## src/rtl/io_bus_arbiter.sv

```systemverilog
// io_bus_arbiter
//
// Round-robin owner selection and turnaround sequencing for one shared
// bidirectional net. At most one requester may drive the net at a time. A
// gap of TURNAROUND all-released cycles separates any two owners, and a
// long tenure is revoked when another requester is waiting.
//
// Ports
//   clk        rising-edge clock
//   rst        synchronous active-high reset
//   req        per-requester level request
//   grant      registered one-hot (or zero) ownership
//   oe         registered drive enables, same value as grant
//   owner      index of the current owner; keeps the last owner while idle
//   bus_idle   registered, high when no oe bit is set
//   timeout    one-cycle pulse on the cycle after a preempted owner's last
//   state_dbg  current FSM state (0 IDLE, 1 OWN, 2 TURN)
//
// Request/grant handshake: a requester holds req high for as long as it
// wants the net. grant[i] high means requester i may drive in that cycle.
// Dropping req[i] while granted hands the net back at the next edge.
// Requests that change during a turnaround are looked at only in the last
// turnaround cycle.
module io_bus_arbiter #(
  parameter int NREQ       = 4,
  parameter int MAX_HOLD   = 16,
  parameter int TURNAROUND = 1
) (
  input  logic                    clk,
  input  logic                    rst,
  input  logic [NREQ-1:0]         req,
  output logic [NREQ-1:0]         grant,
  output logic [NREQ-1:0]         oe,
  output logic [$clog2(NREQ)-1:0] owner,
  output logic                    bus_idle,
  output logic                    timeout,
  output logic [1:0]              state_dbg
);

  localparam int PW = $clog2(NREQ);
  // With preemption disabled the hold counter is never consulted. A cap
  // of 1 keeps it at a legal, non-zero width.
  localparam int HOLD_SAT = (MAX_HOLD == 0) ? 1 : MAX_HOLD;
  localparam int HW       = $clog2(HOLD_SAT + 1);

  localparam logic [NREQ-1:0] ONE       = NREQ'(1);
  localparam logic [HW-1:0]   HOLD_CAP  = HW'(HOLD_SAT);
  localparam logic [3:0]      TURN_LAST = 4'(TURNAROUND);

  typedef enum logic [1:0] {
    S_IDLE = 2'd0,
    S_OWN  = 2'd1,
    S_TURN = 2'd2
  } state_t;

  state_t          state;
  logic [PW-1:0]   ptr;
  logic [HW-1:0]   hold_cnt;
  logic [3:0]      turn_cnt;
  // Set on the edge that sees a contested tenure at its cap. The revoke
  // happens one edge later, which gives a tenure of MAX_HOLD+1 cycles.
  logic            preempt_pend;

  logic            found;
  logic [PW-1:0]   winner;
  logic [PW-1:0]   scan_idx;
  logic [PW-1:0]   winner_next_ptr;
  logic [NREQ-1:0] winner_onehot;
  logic [NREQ-1:0] owner_mask;
  logic            others_req;
  logic            preempt_hit;

  assign state_dbg = state;

  // Round-robin search: the first set request at or after ptr wins.
  always_comb begin
    found    = 1'b0;
    winner   = '0;
    scan_idx = '0;
    for (int i = 0; i < NREQ; i++) begin
      scan_idx = PW'((int'(ptr) + i) % NREQ);
      if (!found && req[scan_idx]) begin
        found  = 1'b1;
        winner = scan_idx;
      end
    end
  end

  assign winner_next_ptr = (winner == PW'(NREQ - 1)) ? '0 : winner + 1'b1;
  assign winner_onehot   = ONE << winner;
  assign owner_mask      = ONE << owner;
  assign others_req      = |(req & ~owner_mask);
  assign preempt_hit     = (MAX_HOLD != 0) && (hold_cnt == HOLD_CAP) && others_req;

  always_ff @(posedge clk) begin
    if (rst) begin
      state        <= S_IDLE;
      grant        <= '0;
      oe           <= '0;
      owner        <= '0;
      bus_idle     <= 1'b1;
      timeout      <= 1'b0;
      ptr          <= '0;
      hold_cnt     <= '0;
      turn_cnt     <= '0;
      preempt_pend <= 1'b0;
    end else begin
      timeout <= 1'b0;
      case (state)
        S_IDLE, S_TURN: begin
          if (state == S_TURN && turn_cnt != TURN_LAST) begin
            turn_cnt <= turn_cnt + 4'd1;
          end else if (found) begin
            state        <= S_OWN;
            grant        <= winner_onehot;
            oe           <= winner_onehot;
            bus_idle     <= 1'b0;
            owner        <= winner;
            ptr          <= winner_next_ptr;
            hold_cnt     <= HW'(1);
            preempt_pend <= 1'b0;
            turn_cnt     <= '0;
          end else begin
            state    <= S_IDLE;
            turn_cnt <= '0;
          end
        end
        S_OWN: begin
          if (!req[owner] || preempt_pend) begin
            // A voluntary release wins over a pending preemption, and it
            // does not pulse timeout.
            state        <= S_TURN;
            grant        <= '0;
            oe           <= '0;
            bus_idle     <= 1'b1;
            timeout      <= req[owner];
            hold_cnt     <= '0;
            turn_cnt     <= 4'd1;
            preempt_pend <= 1'b0;
          end else begin
            if (preempt_hit) preempt_pend <= 1'b1;
            if (hold_cnt != HOLD_CAP) hold_cnt <= hold_cnt + 1'b1;
          end
        end
        default: state <= S_IDLE;
      endcase
    end
  end

endmodule

```

## config.mk

```make
export PLATFORM = sky130hd
export DESIGN_NAME = io_bus_arbiter
export DESIGN_NICKNAME = d
export VERILOG_FILES = /design/src/rtl/io_bus_arbiter.sv
export SDC_FILE = /design/constraint.sdc
export NUM_CORES = 1
export LEC_CHECK = 0
export BUFFER_PORTS_ARGS = -buffer_cell sky130_fd_sc_hd__buf_4
export CAP_MARGIN = 20
export CORE_MARGIN = 2
export CORE_UTILIZATION = 35
export CTS_CLUSTER_SIZE = 10
export DETAILED_ROUTE_END_ITERATION = 12
export GPL_TIMING_DRIVEN = 0
export PLACE_DENSITY = 0.62
export REMOVE_ABC_BUFFERS = 1
export SLEW_MARGIN = 5
export SYNTH_ARGS = -nofsm -noshare
export SYNTH_HDL_FRONTEND = slang
export SYNTH_SLANG_ARGS = --single-unit
```

## constraint.sdc

```tcl
create_clock -name clk -period 6.6 [get_ports clk]
set_clock_uncertainty 0.15 [all_clocks]
set_input_delay 1.32 -clock clk [delete_from_list [all_inputs] [get_ports clk]]
set_output_delay 1.32 -clock clk [all_outputs]
set_load 0.005 [all_outputs]
```

# Word-level counts from Yosys, hierarchy flattened
# Cells that the tools add are included.
# word_totals
input_bits	6
wordCells	101
ff_bits	22
# classes
muxes	42
shift	2
reduce_logical	21
order_cmp	5
n_eq_ne	11
bitwise	5
n_addsub	6
# ops
cell	count
4-bit 2-to-1 mux	5
5-bit 2-to-1 mux	4
4-bit case mux with 2 select lines	2
2-bit by 3-bit less-than comparator with 1-bit output, second input constant	5
1-bit 2-to-1 mux	15
2-bit 2-to-1 mux	7
4-bit AND reduction	3
1-bit binary-select mux with 2-bit select	5
5-bit case mux with 2 select lines	1
1-bit by 2-bit << shifter with 4-bit output, first input constant	2
2-bit != test, second input constant	3
3-bit != test, second input constant	2
5-bit by 1-bit adder with 5-bit output, second input constant	1
5-bit == test, second input constant	1
1-bit logical AND	5
5-bit != test, second input constant	1
2-bit by 1-bit adder with 2-bit output, second input constant	2
2-bit adder, second input constant	2
4-bit by 1-bit adder with 4-bit output, second input constant	1
4-bit bitwise AND	1
2-bit == test, second input constant	2
1-bit logical NOT	4
4-bit by 1-bit != test with 1-bit output, second input constant	1
4-bit NOT	1
12 further kinds	16

# Logic depth before layout (Yosys ltp)
# Gate-level depths: netlist of run 1.
# logic_depth
ltp_word	16
mapped_depth	8
mapped_depth_nobuf	7

# Worst setup path after synthesis of run 1
# OpenSTA, ideal clock, no wires.
# synth_path
path_type	in2reg
startpoint	in req[1]
endpoint	reg ptr[0]
stages	5
t_required_ns	6.337
setup_ns	0.113
n_path_buf	1
setup_slack_ns	3.908
arrival_time_ns	2.429
path_cell_list	buf_6 -> nor3_2 -> a221o_1 -> or4_4 -> and2_4
# synth_via
elab_chain_len	14
elab_cells_between_ends	26
# synth_lines
element	line_no	rtl
from (decl)	31	input logic [NREQ-1:0] req,
1-bit binary-select mux with 2-bit select	82	if (!found && req[scan_idx]) begin
1-bit 2-to-1 mux (implied by the code)	82	
1-bit 2-to-1 mux	82	
1-bit logical NOT	82	
1-bit logical AND	82	
1-bit 2-to-1 mux	82	
1-bit logical NOT	82	
1-bit logical AND	82	
1-bit 2-to-1 mux	82	
1-bit logical NOT	82	
1-bit logical AND	82	
2-bit 2-to-1 mux	82	
2-bit by 1-bit adder with 2-bit output / 2-bit == test (equally long branches)	89	assign winner_next_ptr = (winner == PW'(NREQ - 1)) ? '0 : winner + 1'b1;
2-bit 2-to-1 mux	89	
to (signal assigned)	119	ptr <= winner_next_ptr;
to (decl)	57	logic [PW-1:0] ptr;
# Several ways; a longest one is shown, not always the timed one. The select of a mux whose other input is x is not followed.
# A chain may end at the register's enable or synchronous reset.

# Final worst setup path of run 1
# layout_path
startpoint	in req[1]
endpoint	reg preempt_pend
# layout_via
elab_chain_len	14
elab_cells_between_ends	30
# layout_lines
element	line_no	rtl
1-bit binary-select mux with 2-bit select	82	
1-bit 2-to-1 mux (implied by the code)	82	
1-bit 2-to-1 mux	82	
1-bit logical NOT	82	
1-bit logical AND	82	
1-bit 2-to-1 mux	82	
1-bit logical NOT	82	
1-bit logical AND	82	
1-bit 2-to-1 mux	82	
1-bit logical NOT	82	
1-bit logical AND	82	
1-bit 2-to-1 mux	82	
2-bit != test (no line)	n/a	
4-bit AND reduction (no line)	n/a	
to (signal assigned)	106	preempt_pend <= 1'b0;
to (signal assigned)	121	preempt_pend <= 1'b0;
to (signal assigned)	139	preempt_pend <= 1'b0;
to (decl)	62	logic preempt_pend;
# Several ways; a longest one is shown, not always the timed one. The select of a mux whose other input is x is not followed.

==> results of run 1 <==
kinds of logic (layout without fill, tap and decap cells):
kind of cell / after synthesis / count (layout) / synth area share
buf+inv: 20 / 31 / 0.0829
mux: 5 / 5 / 0.0365
fa+ha+maj: 8 / 8 / 0.0729
flops: 22 / 22 / 0.321
compound gates: 45 / 45 / 0.237
simple gates: 61 / 61 / 0.250
power by group through the flow:
stage | Clock, W | Sequential [W] | Combinational, W
2_1_floorplan | 0 | 0.000170 | 0.0000820
3_3_place_gp | 0 | 0.000173 | 0.000123
3_5_place_dp | 0 | 0.000174 | 0.000126
4_1_cts | 0.0000859 | 0.000171 | 0.000127
5_1_grt | 0.0000928 | 0.000174 | 0.000141
6_report | 0.0000834 | 0.000171 | 0.000126
how the worst max path moves through the flow:
| stage | startpoint | to | cells after the start |
|---|---|---|---|
| after global placement | req[3] | preempt_pend$_SDFFE_PP0P_ | 5 |
| after detailed placement | req[2] | timeout$_SDFF_PP0_ | 4 |
| after CTS | req[1] | preempt_pend$_SDFFE_PP0P_ | 5 |
| after global routing | req[1] | preempt_pend$_SDFFE_PP0P_ | 5 |
| final | req[1] | preempt_pend$_SDFFE_PP0P_ | 5 |
| after floorplan | req[2] | ptr[0]$_SDFFE_PP0P_ | 4 |
tightest hold or removal path, cell delays in order, from the launching register on:
cell and delay, ns:
dfxtp_1 0.33, nand3b_1 0.09, o41ai_1 0.06
registers in the layout, summed over array words and instances (netlist names):
| register | cells |
|---|---|
| bus_idle | 1 |
| oe | 4 |
| ptr | 2 |
| hold_cnt | 5 |
| state_dbg | 2 |
| turn_cnt | 4 |
| owner | 2 |
| timeout | 1 |
| preempt_pend | 1 |
layer usage:
metal / global-route usage / routed length, um / up-vias
met5: 0 / 0 / -
met4: 0.0230 / 13 / 0
met3: 0.0355 / 118 / 2
met2: 0.270 / 1510 / 29
met1: 0.184 / 1390 / 583
li1: - / - / 612
stage by stage:
step | worst slack [ns] | utilization
floorplan | 4.02 | -
global route | 3.67 | 0.413
detailed placement | 3.61 | 0.402
global placement | 3.69 | 0.402
finish | 3.88 | 0.413
CTS | 3.88 | 0.413
final cells by class:
class                      count  area [um2]  share of cell area
clock buffer                   3        41.3              0.0269
inverter                       9        33.8              0.0220
multi-input combinational    119         818               0.533
sequential                    22         440               0.287
tap                           48        60.1              0.0391
timing repair buffer          19         143              0.0928
layout by cell type (no fill, tap or decap), types with 2 or more instances in the layout:
master,n
nand2b_1,6
a31o_2,2
nand3_1,8
dfxtp_1,22
a311oi_1,2
nor2b_1,3
ha_1,8
o221ai_1,3
a22oi_1,4
clkbuf_8,3
nand2_1,13
nor2_1,10
nor3_1,3
a31oi_1,3
mux2i_1,5
o2bb2ai_1,2
buf_4,19
or3_1,3
nor3b_1,4
o22ai_1,2
a21oi_1,16
inv_1,9
==> reports/metrics.yaml, run 1 <==
pwr:
  internal_power_w: 0.000248
  pwr-share-seq: 0.449
  swShare: 0.346
  pwr-share-comb: 0.331
  ir_drop_mv: 0.122
  clockPowerShare: 0.220
  power.density_mw_per_mm2: 247
  p_sw_w: 0.000132
  p_leak_nw: 0.582
  p_total_w: 0.000380
worst_setup_path:
  cp.buffers_inverters: 1
  worstSetupPathType: "input pin to flip-flop"
  timing.rr.start: "turn_cnt[0]$_SDFFE_PP0P_"
  worstRegToRegCells: 5
  reg2reg_to: "ptr[0]$_SDFFE_PP0P_"
  rrSetupSlack_ns: 4.27
  slowest_stage: "o32ai_2"
  path_cells: "buf_4 -> mux2i_1 -> o32ai_2 -> nand2_1 -> o41ai_1"
  crit_required_ns: 6.61
  worst_setup_path_end_kind: "flip-flop"
  cpPeakStageDelay_ns: 0.64
  arrival_ns: 2.73
  critPathTopFamily: "compound AO/OA/AOI/OAI gates"
  worstSetupStartpointType: "input pin"
  path_max_fanout: 9
synthesis:
  synth_top_area_cell: "dfxtp_1"
  yosysTopAreaCellShare: 0.321
  avgSynthCellArea_um2: 8.53
  synth_common_cells: "dfxtp_1 (22), a21oi_1 (16), nand2_1 (13)"
  seq_area_frac_synth: 0.321
  netlist_top_cells_area: "dfxtp_1 (32%), ha_1 (7.3%), a21oi_1 (5.8%), mux2i_1 (3.6%), nand2_1 (3.6%)"
  async_flop_share: 0
  synth-edff-count: 0
  synth_ff_type: "dfxtp_1"
  yosysWarnings: 0
  synth_cell_type_count: 47
  synth_area_mm2: 0.00137
  synth_cells: 161
  post-synth-top-count-cell: "dfxtp_1"
  ys_ff_latch: 22
sta:
  slew_headroom: 0.537
  clock.fmax_mhz: 368
  fin_crit_sh: 0.412
  final-setup-viol-count: 0
  hold_violations: 0
  tightest_slew_ns: 0.686
  drv_slew: 0
  whs_ns: 0.368
  rsz0062_at_grt: "false"
  fin_setup_tns_ns: 0
  period_needed_ns: 2.72
clock_tree:
  cts.htree.levels: 1
  clk_pin_slew_ns: 0.08
  cts_made_buffers: 3
  cts.path.max_buffers: 2
  cts_tree: "yes"
  cts_root_buf: "clkbuf_8"
  post_cts_buffers: 0
  holdBufCountCts: 0
  cts_resized: 0
  clk_latency_ns: 0.26
  cts_sinks: 22
hold_path:
  min_to: "preempt_pend$_SDFFE_PP0P_"
  min_from: "preempt_pend$_SDFFE_PP0P_"
  hold_path_class: "flip-flop to flip-flop"
  min_path_cells: 2
global_route:
  grt_max_degree: 27
  grt_pass1_wl_um: 5150
  antenna_found_initial: 0
  grt.overflow.total: 0
  track_usage: 0.150
  grt_pass1_vias: 1157
floorplanning:
  io_pins: 20
  rows: 22
  die_area_mm2: 0.00444
  die_w_um: 66.6
  initial_utilization: 0.369
  core_area_mm2: 0.00372
  die_h_um: 66.6
run:
  cap_violations: 0
finish:
  final_nets: 188
  fillers: 389
  areaGrowthSynthToFinish_pct: 11.9
  design_area_mm2: 0.00154
  final_cells: 220
  drive_gt1_frac: 0.192
  antennaDiodeCount: 0
placed_design:
  dp_cells: 217
  io_buffers: 19
  gp_congestion: 0.742
  dpl.hpwl_um: 2240
  placed_area_mm2: 0.00150
drt:
  vias_per_cell: 5.57
  drt-initial-drc-count: 35
  drc: 0
  avgRoutedWirePerCell_um: 13.8
  num_vias: 1226
  drtPass1Iterations: 4
  routed_wl_um: 3040
  antenna_left: 0
run_status:
  status: "complete, no violations"
No activity file was read; power rests on OpenSTA's default activity.
==> run 2, diff against run 1 <==
Settings changed: PLACE_DENSITY 0.62 to 0.64.
Clock period 6.6 ns to 2.2 ns, I/O delays scaled along.
==> reports/metrics.yaml, run 2 (synthesis gave the netlist of run 1 again) <==
drt:
  vias_per_cell: 5.63  # was 5.57
  num_vias: 1256  # was 1226
  drtPass1Iterations: 4  # unchanged
  antenna_left: 0  # unchanged
  avgRoutedWirePerCell_um: 14.8  # was 13.8 um
  drt-initial-drc-count: 23  # was 35
  routed_wl_um: 3300  # was 3040 um
  drc: 0  # unchanged
clock_tree:
  cts.path.max_buffers: 2  # unchanged
  holdBufCountCts: 0  # unchanged
  clk_pin_slew_ns: 0.08  # about the same
  cts_made_buffers: 3  # unchanged
  clk_latency_ns: 0.27  # was 0.26 ns
  cts_root_buf: "clkbuf_8"  # unchanged
  cts_sinks: 22  # unchanged
  cts.htree.levels: 1  # unchanged
  cts_tree: "yes"  # unchanged
finish:
  most-common-layout-cells: "buf_4 (21), dfxtp_1 (19), a21oi_1 (16), nand2_1 (13), nor2_1 (10)"  # was dfxtp_1 (22), buf_4 (19), a21oi_1 (16), nand2_1 (13), nor2_1 (10)
  regMostFlops: "hold_cnt"  # unchanged
  reg_top3: "hold_cnt (5), oe (4), turn_cnt (4)"  # unchanged
  final_common_cell: "buf_4"  # was dfxtp_1
  drive_gt1_frac: 0.246  # was 0.192
  final_cells: 223  # was 220
  final_nets: 190  # was 188
  largest_reg_flops: 5  # unchanged
  areaGrowthSynthToFinish_pct: 17.8  # was 11.9%
  antennaDiodeCount: 0  # unchanged
  fillers: 374  # was 389
floorplanning:
  core_area_mm2: 0.00372  # unchanged
  die_h_um: 66.6  # unchanged
  rows: 22  # unchanged
  die_area_mm2: 0.00444  # unchanged
  initial_utilization: 0.369  # unchanged
  io_pins: 20  # unchanged
  die_w_um: 66.6  # unchanged
sta:
  tightest_slew_ns: 0.638  # was 0.686 ns
  rsz0062_at_grt: "true"  # was false
  slew_headroom: 0.569  # was 0.537
  fin_setup_tns_ns: 0  # unchanged
  period_needed_ns: 2.19
  fin_crit_sh: 0.998
  drv_slew: 0  # unchanged
  final-setup-viol-count: 0  # unchanged
  clock.fmax_mhz: 456
  hold_violations: 0  # unchanged
  whs_ns: 0.358  # was 0.368 ns
worst_setup_path:
  timing.rr.start: "turn_cnt[1]$_SDFFE_PP0P_"  # was turn_cnt[0]$_SDFFE_PP0P_
  crit_required_ns: 2.22  # was 6.61 ns
  worstSetupStartpointType: "flip-flop"  # was input pin
  startpoint: "turn_cnt[1]$_SDFFE_PP0P_"  # was req[1]
  reg2reg_to: "ptr[0]$_SDFFE_PP0P_"  # unchanged
  setup.worst_path.end: "ptr[0]$_SDFFE_PP0P_"  # was preempt_pend$_SDFFE_PP0P_
  arrival_ns: 2.22  # was 2.73 ns
  rrSetupSlack_ns: 0.005  # was 4.27 ns
  worst_setup_path_end_kind: "flip-flop"  # unchanged
  worstRegToRegCells: 6  # was 5
  worstSetupPathType: "flip-flop to flip-flop"  # was input pin to flip-flop
  path_max_fanout: 5  # was 9
run_status:
  status: "complete, no violations"  # unchanged
pwr:
  p_leak_nw: 0.608  # was 0.582 nW
  power.density_mw_per_mm2: 762  # was 247 mW/mm2
  ir_drop_mv: 0.472  # was 0.122 mV
global_route:
  grt_pass1_wl_um: 5400  # was 5150 um
  grt_max_degree: 27  # unchanged
  track_usage: 0.162  # was 0.150
  grt_pass1_vias: 1171  # was 1157
  antenna_found_initial: 0  # unchanged
  grt.overflow.total: 0  # unchanged
hold_path:
  hold_path_class: "flip-flop to flip-flop"  # unchanged
  min_from: "preempt_pend$_SDFFE_PP0P_"  # unchanged
run:
  cap_violations: 0  # unchanged
placed_design:
  dpl.hpwl_um: 2260  # was 2240 um
  io_buffers: 19  # unchanged
  gp_congestion: 0.741  # was 0.742
  dp_cells: 217  # unchanged
[run 2: cell types whose count changed in the layout (fill, tap and decap cells not counted), sizes merged]
cell,before,now
buf,19,21
clkbuf,3,4
[run 2: per-layer routing]
layer  vias to the layer above  share of wire  track usage
li1                        614              -            -
met4                         0          0.019       0.0765
met1                       604           0.45        0.197
met3                         6          0.032       0.0203
met2                        32           0.50        0.281
met5                         -              0            0
[run 2: layout make-up]
cell class	instances	area, um2	share of cell area
Clock buffer	4	55.1	0.0341
Inverter	9	33.8	0.0209
Multi-Input combinational cell	119	861	0.533
Sequential cell	22	449	0.278
Tap cell	48	60.1	0.0372
Timing Repair Buffer	21	158	0.0975
[run 2: how the worst min path moves through the flow]
stage                                            to  slack (ns)  cells past startpoint
after floorplan            hold_cnt[4]$_SDFFE_PP0P_        0.32                      2
after global placement     hold_cnt[4]$_SDFFE_PP0P_        0.34                      2
final                     preempt_pend$_SDFFE_PP0P_        0.36                      2
after detailed placement  preempt_pend$_SDFFE_PP0P_        0.35                      2
after global routing      state_dbg[1]$_SDFFE_PP0P_        0.38                      2
after CTS                 preempt_pend$_SDFFE_PP0P_        0.36                      2
[run 2: where the power goes]
part / total [W] / switching (W) / internal, W
combinational: 0.000413 / 0.000212 / 0.000201
clock: 0.000300 / 0.000140 / 0.000160
sequential: 0.000519 / 0.0000754 / 0.000444
total: 0.00123 / 0.000427 / 0.000804
[run 2: critical path: stages (launching register included)]
cell	delay, ns
dfxtp_4	0.37
inv_2	0.06
ha_4	0.13
or3b_4	0.40
a221o_1	0.40
or4_4	0.44
and2_4	0.15
[run 2: per-stage QoR]
step | setup slack, ns | cell area [um2] | utilization | power, W
after CTS | 0.000108 | 1560 | 0.420 | 0.00121
after floorplan | 0.0183 | 1290 | - | 0.000755
after global routing | -0.0391 | 1620 | 0.435 | 0.00132
after detailed placement | -0.135 | 1500 | 0.402 | 0.000903
final | 0.00514 | 1620 | 0.435 | 0.00123
after global placement | -0.0964 | 1500 | 0.402 | 0.000886
[run 2: repair_timing]
| item | 4_1_cts | 5_1_grt |
|---|---|---|
| pin swaps | 1 | 1 |
| resized for setup | 2 | 10 |
| setup endpoints to repair | 4 | 10 |
| setup buffers | 1 | 1 |
